## config.mk

```make
export PLATFORM = sky130hd
export DESIGN_NAME = ddr3_app_arbiter_flat
export DESIGN_NICKNAME = d
export VERILOG_FILES = /design/src/rtl/ddr3_app_arbiter_if.sv /design/src/rtl/ddr3_app_arbiter.sv /design/src/flat_wrapper.sv
export SDC_FILE = /design/constraint.sdc
export NUM_CORES = 1
export LEC_CHECK = 0
export BUFFER_PORTS_ARGS = -buffer_cell sky130_fd_sc_hd__clkbuf_2
export CAP_MARGIN = 5
export CORE_AREA = 2 2 461 463
export CTS_BUF_LIST = sky130_fd_sc_hd__clkbuf_2
export DETAILED_ROUTE_END_ITERATION = 6
export DIE_AREA = 0 0 463 465
export SKIP_CTS_REPAIR_TIMING = 1
export SLEW_MARGIN = 20
export SYNTH_ARGS = -nofsm -noshare
export SYNTH_HDL_FRONTEND = slang
export SYNTH_SLANG_ARGS = --single-unit
```

## constraint.sdc

```tcl
create_clock -name ui_clk -period 6.6 [get_ports ui_clk]
set_input_delay 0.33 -clock ui_clk [delete_from_list [all_inputs] [get_ports ui_clk]]
set_output_delay 0.33 -clock ui_clk [all_outputs]
set_load 0.02 [all_outputs]
```

## src/rtl/ddr3_app_arbiter_if.sv

```systemverilog
// Requester and MIG app_* signal bundle for ddr3_app_arbiter.
// slave = arbiter side; master = requesters plus MIG core.
interface ddr3_app_arbiter_if #(
  parameter int ADDR_W = 29,
  parameter int DATA_W = 256,
  parameter int MASK_W = 32,
  parameter int CNT_W  = 7
);
  logic              init_calib_complete;
  logic              wr_req;
  logic [ADDR_W-1:0] wr_addr;
  logic [DATA_W-1:0] wr_data;
  logic              wr_ack;
  logic              rd_req;
  logic [ADDR_W-1:0] rd_addr;
  logic              rd_ack;
  logic [DATA_W-1:0] rd_data;
  logic              rd_valid;
  logic              app_en;
  logic [2:0]        app_cmd;
  logic [ADDR_W-1:0] app_addr;
  logic [DATA_W-1:0] app_wdf_data;
  logic              app_wdf_wren;
  logic              app_wdf_end;
  logic [MASK_W-1:0] app_wdf_mask;
  logic              app_rdy;
  logic              app_wdf_rdy;
  logic [DATA_W-1:0] app_rd_data;
  logic              app_rd_data_valid;
  logic [CNT_W-1:0]  rd_outstanding;
  logic              rd_underflow_err;

  modport slave (
    input  init_calib_complete, wr_req, wr_addr, wr_data, rd_req, rd_addr,
           app_rdy, app_wdf_rdy, app_rd_data, app_rd_data_valid,
    output wr_ack, rd_ack, rd_data, rd_valid, app_en, app_cmd, app_addr,
           app_wdf_data, app_wdf_wren, app_wdf_end, app_wdf_mask,
           rd_outstanding, rd_underflow_err
  );

  modport master (
    output init_calib_complete, wr_req, wr_addr, wr_data, rd_req, rd_addr,
           app_rdy, app_wdf_rdy, app_rd_data, app_rd_data_valid,
    input  wr_ack, rd_ack, rd_data, rd_valid, app_en, app_cmd, app_addr,
           app_wdf_data, app_wdf_wren, app_wdf_end, app_wdf_mask,
           rd_outstanding, rd_underflow_err
  );
endinterface

```

## src/rtl/ddr3_app_arbiter.sv

```systemverilog
// Round-robin write/read arbiter onto the MIG 7-series app_* interface,
// with outstanding-read tracking and registered in-order read return.
module ddr3_app_arbiter #(
  parameter int ADDR_W          = 29,
  parameter int DATA_W          = 256,
  parameter int MAX_OUTSTANDING = 16,
  parameter int CNT_W           = 7
) (
  input logic              ui_clk,
  input logic              sys_rst,
  ddr3_app_arbiter_if.slave bus
);

  // IDLE: arbitrate | ISSUE_WR: hold write until accepted | ISSUE_RD: hold read until accepted
  typedef enum logic [1:0] {IDLE, ISSUE_WR, ISSUE_RD} state_e;

  localparam logic [2:0]       CMD_WR  = 3'd0;
  localparam logic [2:0]       CMD_RD  = 3'd1;
  localparam logic [CNT_W-1:0] CNT_MAX = CNT_W'(MAX_OUTSTANDING);
  localparam logic [CNT_W-1:0] CNT_ONE = CNT_W'(1);

  state_e            state_q, state_d;
  logic              last_grant_rd_q, last_grant_rd_d;
  logic              app_en_q, app_en_d;
  logic [2:0]        app_cmd_q, app_cmd_d;
  logic [ADDR_W-1:0] app_addr_q, app_addr_d;
  logic [DATA_W-1:0] app_wdf_data_q, app_wdf_data_d;
  logic              wr_ack_q, wr_ack_d;
  logic              rd_ack_q, rd_ack_d;
  logic [DATA_W-1:0] rd_data_q, rd_data_d;
  logic              rd_valid_q, rd_valid_d;
  logic [CNT_W-1:0]  rd_outstanding_q, rd_outstanding_d;
  logic              rd_underflow_err_q, rd_underflow_err_d;

  logic wr_pending, rd_pending, wdf_wren, rd_accept;

  always_ff @(posedge ui_clk or negedge sys_rst) begin
    if (!sys_rst) begin
      state_q            <= IDLE;
      last_grant_rd_q    <= 1'b0;
      app_en_q           <= 1'b0;
      app_cmd_q          <= '0;
      app_addr_q         <= '0;
      app_wdf_data_q     <= '0;
      wr_ack_q           <= 1'b0;
      rd_ack_q           <= 1'b0;
      rd_data_q          <= '0;
      rd_valid_q         <= 1'b0;
      rd_outstanding_q   <= '0;
      rd_underflow_err_q <= 1'b0;
    end else begin
      state_q            <= state_d;
      last_grant_rd_q    <= last_grant_rd_d;
      app_en_q           <= app_en_d;
      app_cmd_q          <= app_cmd_d;
      app_addr_q         <= app_addr_d;
      app_wdf_data_q     <= app_wdf_data_d;
      wr_ack_q           <= wr_ack_d;
      rd_ack_q           <= rd_ack_d;
      rd_data_q          <= rd_data_d;
      rd_valid_q         <= rd_valid_d;
      rd_outstanding_q   <= rd_outstanding_d;
      rd_underflow_err_q <= rd_underflow_err_d;
    end
  end

  always_comb begin
    wr_pending = bus.wr_req;
    rd_pending = bus.rd_req & (rd_outstanding_q < CNT_MAX);
    wdf_wren   = app_en_q & bus.app_rdy & bus.app_wdf_rdy & (app_cmd_q == CMD_WR);
    rd_accept  = (state_q == ISSUE_RD) & app_en_q & bus.app_rdy;

    state_d         = state_q;
    last_grant_rd_d = last_grant_rd_q;
    app_en_d        = app_en_q;
    app_cmd_d       = app_cmd_q;
    app_addr_d      = app_addr_q;
    app_wdf_data_d  = app_wdf_data_q;
    wr_ack_d        = 1'b0;
    rd_ack_d        = 1'b0;

    unique case (state_q)
      IDLE: begin
        if (bus.init_calib_complete) begin
          // With both sides pending, the side not served last time wins.
          if (wr_pending && (!rd_pending || last_grant_rd_q)) begin
            state_d         = ISSUE_WR;
            last_grant_rd_d = 1'b0;
            app_en_d        = 1'b1;
            app_cmd_d       = CMD_WR;
            app_addr_d      = bus.wr_addr;
            app_wdf_data_d  = bus.wr_data;
            wr_ack_d        = 1'b1;
          end else if (rd_pending) begin
            state_d         = ISSUE_RD;
            last_grant_rd_d = 1'b1;
            app_en_d        = 1'b1;
            app_cmd_d       = CMD_RD;
            app_addr_d      = bus.rd_addr;
            rd_ack_d        = 1'b1;
          end
        end
      end
      ISSUE_WR: begin
        if (wdf_wren) begin
          app_en_d = 1'b0;
          state_d  = IDLE;
        end
      end
      ISSUE_RD: begin
        if (rd_accept) begin
          app_en_d = 1'b0;
          state_d  = IDLE;
        end
      end
      default: begin
        app_en_d = 1'b0;
        state_d  = IDLE;
      end
    endcase

    rd_data_d          = bus.app_rd_data;
    rd_valid_d         = bus.app_rd_data_valid;
    rd_outstanding_d   = rd_outstanding_q;
    rd_underflow_err_d = rd_underflow_err_q |
                         (bus.app_rd_data_valid & (rd_outstanding_q == '0));
    if (rd_accept && !bus.app_rd_data_valid) begin
      rd_outstanding_d = rd_outstanding_q + CNT_ONE;
    end else if (!rd_accept && bus.app_rd_data_valid && (rd_outstanding_q != '0)) begin
      rd_outstanding_d = rd_outstanding_q - CNT_ONE;
    end
  end

  assign bus.app_en           = app_en_q;
  assign bus.app_cmd          = app_cmd_q;
  assign bus.app_addr         = app_addr_q;
  assign bus.app_wdf_data     = app_wdf_data_q;
  assign bus.app_wdf_wren     = wdf_wren;
  assign bus.app_wdf_end      = wdf_wren;
  assign bus.app_wdf_mask     = '0;
  assign bus.wr_ack           = wr_ack_q;
  assign bus.rd_ack           = rd_ack_q;
  assign bus.rd_data          = rd_data_q;
  assign bus.rd_valid         = rd_valid_q;
  assign bus.rd_outstanding   = rd_outstanding_q;
  assign bus.rd_underflow_err = rd_underflow_err_q;

endmodule

```

## src/flat_wrapper.sv

```systemverilog
// flat-port wrapper written by rule: the top's interface ports become plain ports
module ddr3_app_arbiter_flat 
#(
  parameter int ADDR_W          = 29,
  parameter int DATA_W          = 256,
  parameter int MAX_OUTSTANDING = 16,
  parameter int CNT_W           = 7
)
  (ui_clk, sys_rst, bus_init_calib_complete, bus_wr_req, bus_wr_addr, bus_wr_data, bus_rd_req, bus_rd_addr, bus_app_rdy, bus_app_wdf_rdy, bus_app_rd_data, bus_app_rd_data_valid, bus_wr_ack, bus_rd_ack, bus_rd_data, bus_rd_valid, bus_app_en, bus_app_cmd, bus_app_addr, bus_app_wdf_data, bus_app_wdf_wren, bus_app_wdf_end, bus_app_wdf_mask, bus_rd_outstanding, bus_rd_underflow_err);
  ddr3_app_arbiter_if #(.ADDR_W(ADDR_W), .DATA_W(DATA_W), .CNT_W(CNT_W)) bus_i ();
  input logic ui_clk;
  input logic sys_rst;
  input wire logic [$bits(bus_i.init_calib_complete)-1:0] bus_init_calib_complete;
  input wire logic [$bits(bus_i.wr_req)-1:0] bus_wr_req;
  input wire logic [$bits(bus_i.wr_addr)-1:0] bus_wr_addr;
  input wire logic [$bits(bus_i.wr_data)-1:0] bus_wr_data;
  input wire logic [$bits(bus_i.rd_req)-1:0] bus_rd_req;
  input wire logic [$bits(bus_i.rd_addr)-1:0] bus_rd_addr;
  input wire logic [$bits(bus_i.app_rdy)-1:0] bus_app_rdy;
  input wire logic [$bits(bus_i.app_wdf_rdy)-1:0] bus_app_wdf_rdy;
  input wire logic [$bits(bus_i.app_rd_data)-1:0] bus_app_rd_data;
  input wire logic [$bits(bus_i.app_rd_data_valid)-1:0] bus_app_rd_data_valid;
  output wire logic [$bits(bus_i.wr_ack)-1:0] bus_wr_ack;
  output wire logic [$bits(bus_i.rd_ack)-1:0] bus_rd_ack;
  output wire logic [$bits(bus_i.rd_data)-1:0] bus_rd_data;
  output wire logic [$bits(bus_i.rd_valid)-1:0] bus_rd_valid;
  output wire logic [$bits(bus_i.app_en)-1:0] bus_app_en;
  output wire logic [$bits(bus_i.app_cmd)-1:0] bus_app_cmd;
  output wire logic [$bits(bus_i.app_addr)-1:0] bus_app_addr;
  output wire logic [$bits(bus_i.app_wdf_data)-1:0] bus_app_wdf_data;
  output wire logic [$bits(bus_i.app_wdf_wren)-1:0] bus_app_wdf_wren;
  output wire logic [$bits(bus_i.app_wdf_end)-1:0] bus_app_wdf_end;
  output wire logic [$bits(bus_i.app_wdf_mask)-1:0] bus_app_wdf_mask;
  output wire logic [$bits(bus_i.rd_outstanding)-1:0] bus_rd_outstanding;
  output wire logic [$bits(bus_i.rd_underflow_err)-1:0] bus_rd_underflow_err;
  assign bus_i.init_calib_complete = bus_init_calib_complete;
  assign bus_i.wr_req = bus_wr_req;
  assign bus_i.wr_addr = bus_wr_addr;
  assign bus_i.wr_data = bus_wr_data;
  assign bus_i.rd_req = bus_rd_req;
  assign bus_i.rd_addr = bus_rd_addr;
  assign bus_i.app_rdy = bus_app_rdy;
  assign bus_i.app_wdf_rdy = bus_app_wdf_rdy;
  assign bus_i.app_rd_data = bus_app_rd_data;
  assign bus_i.app_rd_data_valid = bus_app_rd_data_valid;
  assign bus_wr_ack = bus_i.wr_ack;
  assign bus_rd_ack = bus_i.rd_ack;
  assign bus_rd_data = bus_i.rd_data;
  assign bus_rd_valid = bus_i.rd_valid;
  assign bus_app_en = bus_i.app_en;
  assign bus_app_cmd = bus_i.app_cmd;
  assign bus_app_addr = bus_i.app_addr;
  assign bus_app_wdf_data = bus_i.app_wdf_data;
  assign bus_app_wdf_wren = bus_i.app_wdf_wren;
  assign bus_app_wdf_end = bus_i.app_wdf_end;
  assign bus_app_wdf_mask = bus_i.app_wdf_mask;
  assign bus_rd_outstanding = bus_i.rd_outstanding;
  assign bus_rd_underflow_err = bus_i.rd_underflow_err;
  ddr3_app_arbiter #(.ADDR_W(ADDR_W), .DATA_W(DATA_W), .MAX_OUTSTANDING(MAX_OUTSTANDING), .CNT_W(CNT_W)) u_core (.ui_clk(ui_clk), .sys_rst(sys_rst), .bus(bus_i));
endmodule
```

==> run_results.csv, run 1 <==
group,metric,value,unit
run_status,error,"[ERROR RSZ-0060] Max buffer count reached.",
die,row_count,169,
die,die_w,463,µm
synthesis,synthFlopType,"dfrtp_1",
placement,io_buffers,1133,
die,ios,1168,
synthesis,synth_top_family_by_area,"multiplexers",
synthesis,synth_edf_count,0,
clock_tree,root_buffer,"clkbuf_2",
synthesis,async_flop_share,1.00,
run_status,haltStage,"5_1_grt",
synthesis,synth_area,19200,µm²
global_routing,grt_max_degree,135,
placement,dp_hpwl,147000,µm
synthesis,synth_compound_area_frac,0.0162,
run_status,status,"did not finish",
synthesis,synth_xor_area_frac,0.00183,
synthesis,synth_fa_ha_area_frac,0.00430,
synthesis,synth_cells,1047,
synthesis,ys_seq_area_frac,0.725,
synthesis,synthSimpleGateAreaFrac,0.0138,
die,die_h,465,µm
synthesis,avgSynthCellArea,18.3,µm²
clock_tree,cts_sinks,556,
placement,placed_cells,4971,
clock_tree,clk_path_buf_depth,3,
synthesis,synth_seq_cells,556,
synthesis,muxShareOfSynthArea,0.206,
die,floorplan.initialDensity,0.0910,
synthesis,synth_cell_type_count,39,
clock_tree,h-tree-depth,4,
placement,place_congestion,0.952,
synthesis,yosys_warnings,0,
clock_tree,numCtsBuffers,173,
## synth_stat cells, drive strengths merged, types with 3 or more instances
library cell | n | share of area
a21o | 3 | 0.0012
a21oi | 8 | 0.0021
and2 | 3 | 0.00098
buf | 68 | 0.031
clkbuf | 7 | 0.0014
dfrtp | 556 | 0.72
ha | 5 | 0.0033
inv | 3 | 0.00059
mux2 | 258 | 0.19
mux2i | 30 | 0.016
nand2 | 36 | 0.0070
nor2 | 10 | 0.0020
nor3 | 3 | 0.0010
o21ai | 35 | 0.0093
## cell families after synthesis
logic type      count (synthesis)
compound gates                 55
xor+xnor                        4
fa+ha+maj                       6
buf+inv                        78
flops                         556
mux                           288
other cells                     1
simple gates                   59
## stage by stage
stage | cell area, µm² | worst slack, ns
after CTS | 29700 | 3.14
after floorplan | 19300 | 4.31
after global placement | 28100 | 3.80
after detailed placement | 28100 | 3.60
==> run 2, diff against run 1 <==
- CORE_AREA: 2 2 461 463 -> 2 2 449 451
- CTS_BUF_LIST: sky130_fd_sc_hd__clkbuf_2 -> default
- DIE_AREA: 0 0 463 465 -> 0 0 451 453
- PLACE_DENSITY_LB_ADDON: default -> 0.15
==> run 2 against run 1 <==
Effect of this change:
- the run now ends clean
- synthesized cell count is the same
- area after synthesis is the same
==> run_results.csv, run 2 <==
group,metric,value,unit
setup_path,worstSetupPathDepth,4,
global_routing,grt_max_degree,131,
setup_path,arrival,3.63,ns
synthesis,synthFlopType,"dfrtp_1",
global_routing,grt_antenna_before_repair,50,
synthesis,synth_cells,1047,
clock_tree,h-tree-depth,3,
clock_tree,path_clk_slew,0.06,ns
clock_tree,cts_tree,"done",
sta,tightest_slew,0.900,ns
route,vias,15600,
setup_path,worstSetupEndpointType,"flip-flop",
synthesis,avgSynthCellArea,18.3,µm²
global_routing,overflow,0,
sta,rsz0062_at_grt,"no",
hold_path,min_path_cells,3,
global_routing,grt_pass1_vias,14100,
sta,slew_headroom,0.400,
synthesis,async_flop_share,1.00,
clock_tree,cts_sinks,556,
synthesis,synth_compound_area_frac,0.0162,
hold_path,holdCritStartpoint,"bus_wr_addr[4]",
sta,finalCritPeriodShare,0.467,
synthesis,synth_fa_ha_area_frac,0.00430,
power,vdd_drop_max,169,µV
route,drc,0,
synthesis,ys_seq_area_frac,0.725,
die,row_count,164,
synthesis,synth_area,19200,µm²
route,avgViaCountPerCell,2.81,
synthesis,synth_xor_area_frac,0.00183,
die,core_area,199000,µm²
setup_path,timing_worst_setup_path_type,"reg -> reg",
sta,fin_crit,3.08,ns
setup_path,timing.rr.start,"u_core.state_q[0]",
setup_path,cp_top_family,"simple AND/OR/NAND/NOR gates",
synthesis,muxShareOfSynthArea,0.206,
finish,nNetsFinal,3386,
setup_path,cp_max_fo,104,
setup_path,cpPeakStageDelay,0.66,ns
route,routedWlPerCell,21.1,µm
flow_run,drv_cap,0,
route,drt-total-wl,117000,µm
global_routing,grt_pass1_wl,145000,µm
finish,final_common_cell,"clkbuf_2",
synthesis,synth.area.top_cells,"dfrtp_1 (72%), mux2_4 (16%), mux2_2 (3.4%)",
finish,area.growth.synth_to_final,89.3,%
placement,dp_hpwl,93100,µm
setup_path,reg2reg_depth,4,
placement,place_congestion,0.803,
die,floorplan.initialDensity,0.0963,
clock_tree,clk_path_buf_depth,3,
die,ios,1168,
route,postRouteAntennaNets,0,
hold_path,hp-class,"in -> reg",
setup_path,crit_required,7.15,ns
placement,io_buffers,1133,
sta,fin_tns_setup,0,ns
clock_tree,root_buffer,"clkbuf_16",
finish,final_cell_mix,"clkbuf_2 (1,132), dlygate4sd3_1 (570), dfrtp_1 (556)",
run_status,status,"finished clean",
power,leakage,0.0173,µW
synthesis,synthTopCellsByCount,"dfrtp_1 (556), mux2_4 (200), mux2_2 (58)",
synthesis,yosys_warnings,0,
synthesis,synth_edf_count,0,
route,drt_pass1_iterations,4,
synthesis,synth_cell_type_count,39,
synthesis,synthSimpleGateAreaFrac,0.0138,
global_routing,grt_usage,0.108,
clock_tree,numCtsBuffers,80,
synthesis,synth_largest_area_cell,"dfrtp_1",
sta,worst_clock_skew,0.0275,ns
sta,clock.fmax,325,MHz
route,drt_iter0_drc,656,
setup_path,crit_path_start,"u_core.state_q[0]",
setup_path,crit_slowest_cell,"buf_12",
synthesis,yosysMostFrequentCell,"dfrtp_1",
sta,slew_viol_final,0,
clock_tree,clock_latency,0.70,ns
sta,setup_viol,0,
synthesis,synth_top_family_by_area,"multiplexers",
finish,drive_gt1_frac,0.538,
die,die_h,453,µm
die,die_w,451,µm
sta,hold_viol_final,0,
power,power.density,408,nW/µm²
synthesis,yosysTopAreaCellShare,0.725,
setup_path,crit_path_cell_trace,"nor3b_1 > and2_4 > buf_12 > mux2_2",
die,die_area,204000,µm²
synthesis,synth_seq_cells,556,
setup_path,path_buf_inv,1,
setup_path,setup.worst_path.start_class,"flip-flop",
power,power,14800,µW
[run 2: cell counts after synthesis]
No cell type changed its count.
[run 2: worst paths after layout]
| check | endpoint | slack [ns] |
|---|---|---|
| min in group asynchronous | u_core.bus.rd_data[148] | 0.26 |
| worst max-delay path | u_core.bus.app_wdf_data[238] | 3.52 |
| max in group asynchronous | u_core.bus.rd_data[206] | 4.99 |
| worst min register to register | u_core.bus.rd_underflow_err | 0.47 |
| worst min-delay path | u_core.bus.app_addr[4] | 0.03 |
| worst max register to register | u_core.bus.app_wdf_data[238] | 3.52 |
[run 2: cell type report]
type	instances	area, µm²
fillers	22000	163000
clock buffers	107	2230
repair buffers	1715	11500
multi-input cells	446	4800
flip-flops and latches	556	13900
inverters	3	11.3
well taps	2656	3320
clock inverters	36	473
diodes	14	35.0
[run 2: report_power, final]
| group | switching, µW | total, µW | internal (µW) |
|---|---|---|---|
| Combinational | 3030 | 5230 | 2200 |
| Sequential | 651 | 5060 | 4410 |
| Clock | 1900 | 4540 | 2650 |
| Total | 5580 | 14800 | 9260 |
[run 2: logic make-up (layout without fill, tap and decap cells)]
| group | Yosys count | after routing |
|---|---|---|
| AO/OA/AOI/OAI | 55 | 55 |
| AND/OR/NAND/NOR | 59 | 59 |
| XOR/XNOR | 4 | 4 |
| other | 1 | 48 |
| multiplexers | 288 | 288 |
| flip-flops | 556 | 556 |
| adder cells (fa/ha/maj) | 6 | 6 |
| buffers and inverters | 78 | 1861 |
[run 2: worst min-delay path, cell delays in order]
cell and delay, ns:
clkbuf_2 0.12, mux2i_1 0.09, o21ai_0 0.14
[run 2: per-layer routing]
layer | part of all wire | vias to the layer above | track usage | routed length (µm)
met5 | 0.0013 | - | 0 | 152
met4 | 0.025 | 26 | 0.0314 | 2960
met3 | 0.086 | 180 | 0.0469 | 10000
met2 | 0.49 | 629 | 0.180 | 57300
met1 | 0.40 | 7674 | 0.125 | 46200
li1 | - | 7045 | - | -
[run 2: metrics by stage]
stage	area (µm²)	setup slack, ns	hold slack (ns)	instances	utilization
2_1_floorplan	19300	4.31	0.0344	1080	-
6_report	36300	3.52	0.0338	5533	0.182
3_3_place_gp	27900	3.49	0.418	4806	0.140
5_1_grt	36300	3.32	0.00302	5527	0.182
3_5_place_dp	27900	3.46	0.414	4806	0.140
4_1_cts	30600	3.43	-0.394	4949	0.154
Power figures use the tool's default switching activity.
==> run 3, diff against run 2 <==
- CORE_AREA: 2 2 449 451 -> 2 2 454 456
- DIE_AREA: 0 0 451 453 -> 0 0 456 458
- clock period: 6.6 -> 2.47 ns (I/O delays scaled with it)
==> run 3 against run 2 <==
Effect of this change:
- cell area increased by 1.8%
- total power increased to 2.7 times the previous value
- register-to-register slack got worse by 3.3 ns
- clock power increased to 2.6 times the previous value
- setup slack got worse by 3.3 ns
- sequential share of layout area decreased by 0.69 points
- sequential cell count unchanged
- count of clock-buffer cells in the layout increased by 2
- wire length increased by 0.97%
- core utilization decreased by 0.078 points
- sequential power increased to 2.7 times the previous value
- fmax increased by 35%
==> run_results.csv, run 3 (same netlist as run 2, synthesis figures left out) <==
group,metric,value,unit
run_status,status,"finished clean",
flow_run,drv_cap,0,
sta,rsz0062_at_grt,"no",
die,ios,1168,
sta,slew_viol_final,0,
sta,slew_headroom,0.579,
finish,area.growth.synth_to_final,92.7,%
die,die_h,458,µm
power,share_comb_of_total_power,0.360,
power,p_int,24700,µW
die,floorplan.initialDensity,0.0942,
die,die_w,456,µm
clock_tree,cts_tree,"done",
clock_tree,cts_sinks,556,
clock_tree,clock_latency,0.70,ns
hold_path,hp-class,"in -> reg",
setup_path,cp_max_fo,12,
power,vdd_drop_max,449,µV
sta,worst_clock_skew,0.0482,ns
power,clkPwrFrac,0.297,
power,switchingPower,14900,µW
sta,setup_slack,0.181,ns
setup_path,setup.worst_path.start_class,"flip-flop",
global_routing,overflow,0,
route,drt_iter0_drc,668,
clock_tree,root_buffer,"clkbuf_16",
setup_path,crit_path_cell_trace,"nor3_2 > nand2_1 > o21ai_4 > buf_4 > mux2i_1 > dlygate4sd3_1 > o21ai_0",
global_routing,grt_use_met1,0.126,
sta,tightest_slew,0.632,ns
global_routing,use_met2,0.185,
sta,finalCritPeriodShare,0.927,
setup_path,r2r_end,"u_core.bus.app_addr[14]",
finish,final_common_cell,"clkbuf_2",
route,postRouteAntennaNets,0,
route,vias,15900,
placement,dp_hpwl,96200,µm
sta,fin_crit,2.29,ns
route,drc,0,
clock_tree,path_clk_slew,0.06,ns
hold_path,min_path_cells,4,
setup_path,r2r_setup_slack,0.18,ns
setup_path,cp_top_family,"buffers and inverters",
setup_path,timing_worst_setup_path_type,"reg -> reg",
hold_path,holdCritStartpoint,"bus_app_wdf_rdy",
route,avgViaCountPerCell,2.83,
finish,drive_gt1_frac,0.543,
global_routing,grt_antenna_before_repair,48,
sta,fin_tns_setup,0,ns
global_routing,grt_usage,0.108,
clock_tree,numCtsBuffers,78,
clock_tree,clk_path_buf_depth,3,
setup_path,path_buf_inv,2,
route,drt_pass1_iterations,4,
setup_path,worstSetupEndpointType,"flip-flop",
hold_path,min_to,"u_core.state_q[0]",
finish,nNetsFinal,3447,
finish,fill_cells,22500,
power,seq_power_share,0.343,
placement,io_buffers,1133,
die,row_count,166,
setup_path,arrival,2.86,ns
placement,place_congestion,0.795,
die,core_area,204000,µm²
global_routing,globalRouteMet3Util,0.0399,
setup_path,crit_slowest_cell,"dlygate4sd3_1",
setup_path,timing.rr.start,"u_core.bus.rd_outstanding[6]",
power,power.density,1070,nW/µm²
sta,hold_viol_final,0,
placement,dp_slack,0.174,ns
sta,setup_viol,0,
global_routing,grt_max_degree,70,
setup_path,crit_required,3.04,ns
power,switching_share,0.376,
clock_tree,h-tree-depth,3,
global_routing,grt_pass1_wl,149000,µm
setup_path,reg2reg_depth,7,
global_routing,grt-busiest-layer,"met2",
global_routing,grt_pass1_vias,14700,
finish,final_cell_mix,"clkbuf_2 (1,132), dlygate4sd3_1 (585), dfrtp_1 (556)",
route,routedWlPerCell,20.9,µm
die,die_area,209000,µm²
setup_path,cpPeakStageDelay,0.55,ns
power,power,39700,µW
sta,clock.fmax,437,MHz
route,drt-total-wl,118000,µm
power,leakage,0.0176,µW
run 3: cell count changes in the layout (fill, tap and decap cells not counted), sizes merged, moves of 2 or more:
cell / previous run / this run
buf: 13 / 61
dlygate4sd3: 570 / 585
clkinvlp: 7 / 2
clkinv: 16 / 20
diode: 14 / 18
bufinv: 6 / 4
clkbuf: 1239 / 1241
run 3: power groups by stage:
stage | logic (µW) | registers [µW] | clock network [µW]
after floorplan | 4350 | 16600 | 0
after global placement | 13800 | 13800 | 0
after detailed placement | 13800 | 13700 | 0
after CTS | 13900 | 13600 | 12400
after global routing | 15100 | 14000 | 12700
final | 14300 | 13600 | 11800
run 3: final cells by class:
type	instances	area, µm²	area share
clock buffer	109	2250	0.0608
sequential	556	13900	0.376
clock inverter	32	387	0.0105
timing repair buffer	1778	12200	0.330
multi-input combinational	446	4800	0.130
tap	2688	3360	0.0909
inverter	3	11.3	0.000304
antenna	18	45.0	0.00122
run 3: worst max path at each step:
stage | cells after the start | slack (ns) | from | to
global placement | 8 | 0.11 | u_core.state_q[0] | u_core.bus.rd_outstanding[6]
finish | 7 | 0.18 | u_core.bus.rd_outstanding[6] | u_core.bus.app_addr[14]
global route | 7 | 0.009 | u_core.bus.rd_outstanding[6] | u_core.bus.app_addr[14]
CTS | 8 | 0.20 | u_core.state_q[0] | u_core.bus.rd_outstanding[5]
detailed placement | 8 | 0.17 | u_core.state_q[0] | u_core.bus.rd_outstanding[6]
floorplan | 10 | 0.18 | u_core.bus.app_en | u_core.bus.rd_outstanding[6]
run 3: per-stage QoR:
step / area (µm²) / util / instances / hold WS (ns)
final: 37000 / 0.182 / 5630 / 0.0251
after global routing: 37000 / 0.181 / 5621 / 0.00146
after CTS: 31100 / 0.153 / 5027 / -0.649
after detailed placement: 28500 / 0.140 / 4886 / 0.153
after global placement: 28500 / 0.140 / 4886 / 0.156
after floorplan: 19300 / - / 1080 / -0.172
run 3: routing by layer:
layer  vias to the layer above  share of wire  routed length, µm
li1                       7184              -                  -
met1                      7883           0.41              47800
met2                       671           0.50              58800
met3                       160          0.075               8800
met4                        12          0.020               2310
met5                         -        0.00075                 88
run 3: worst register-to-register path, cell delays in order (launching register included):
cell and delay [ns]:
dfrtp_1 0.45, nor3_2 0.24, nand2_1 0.13, o21ai_4 0.21
buf_4 0.30, mux2i_1 0.21, dlygate4sd3_1 0.55, o21ai_0 0.07
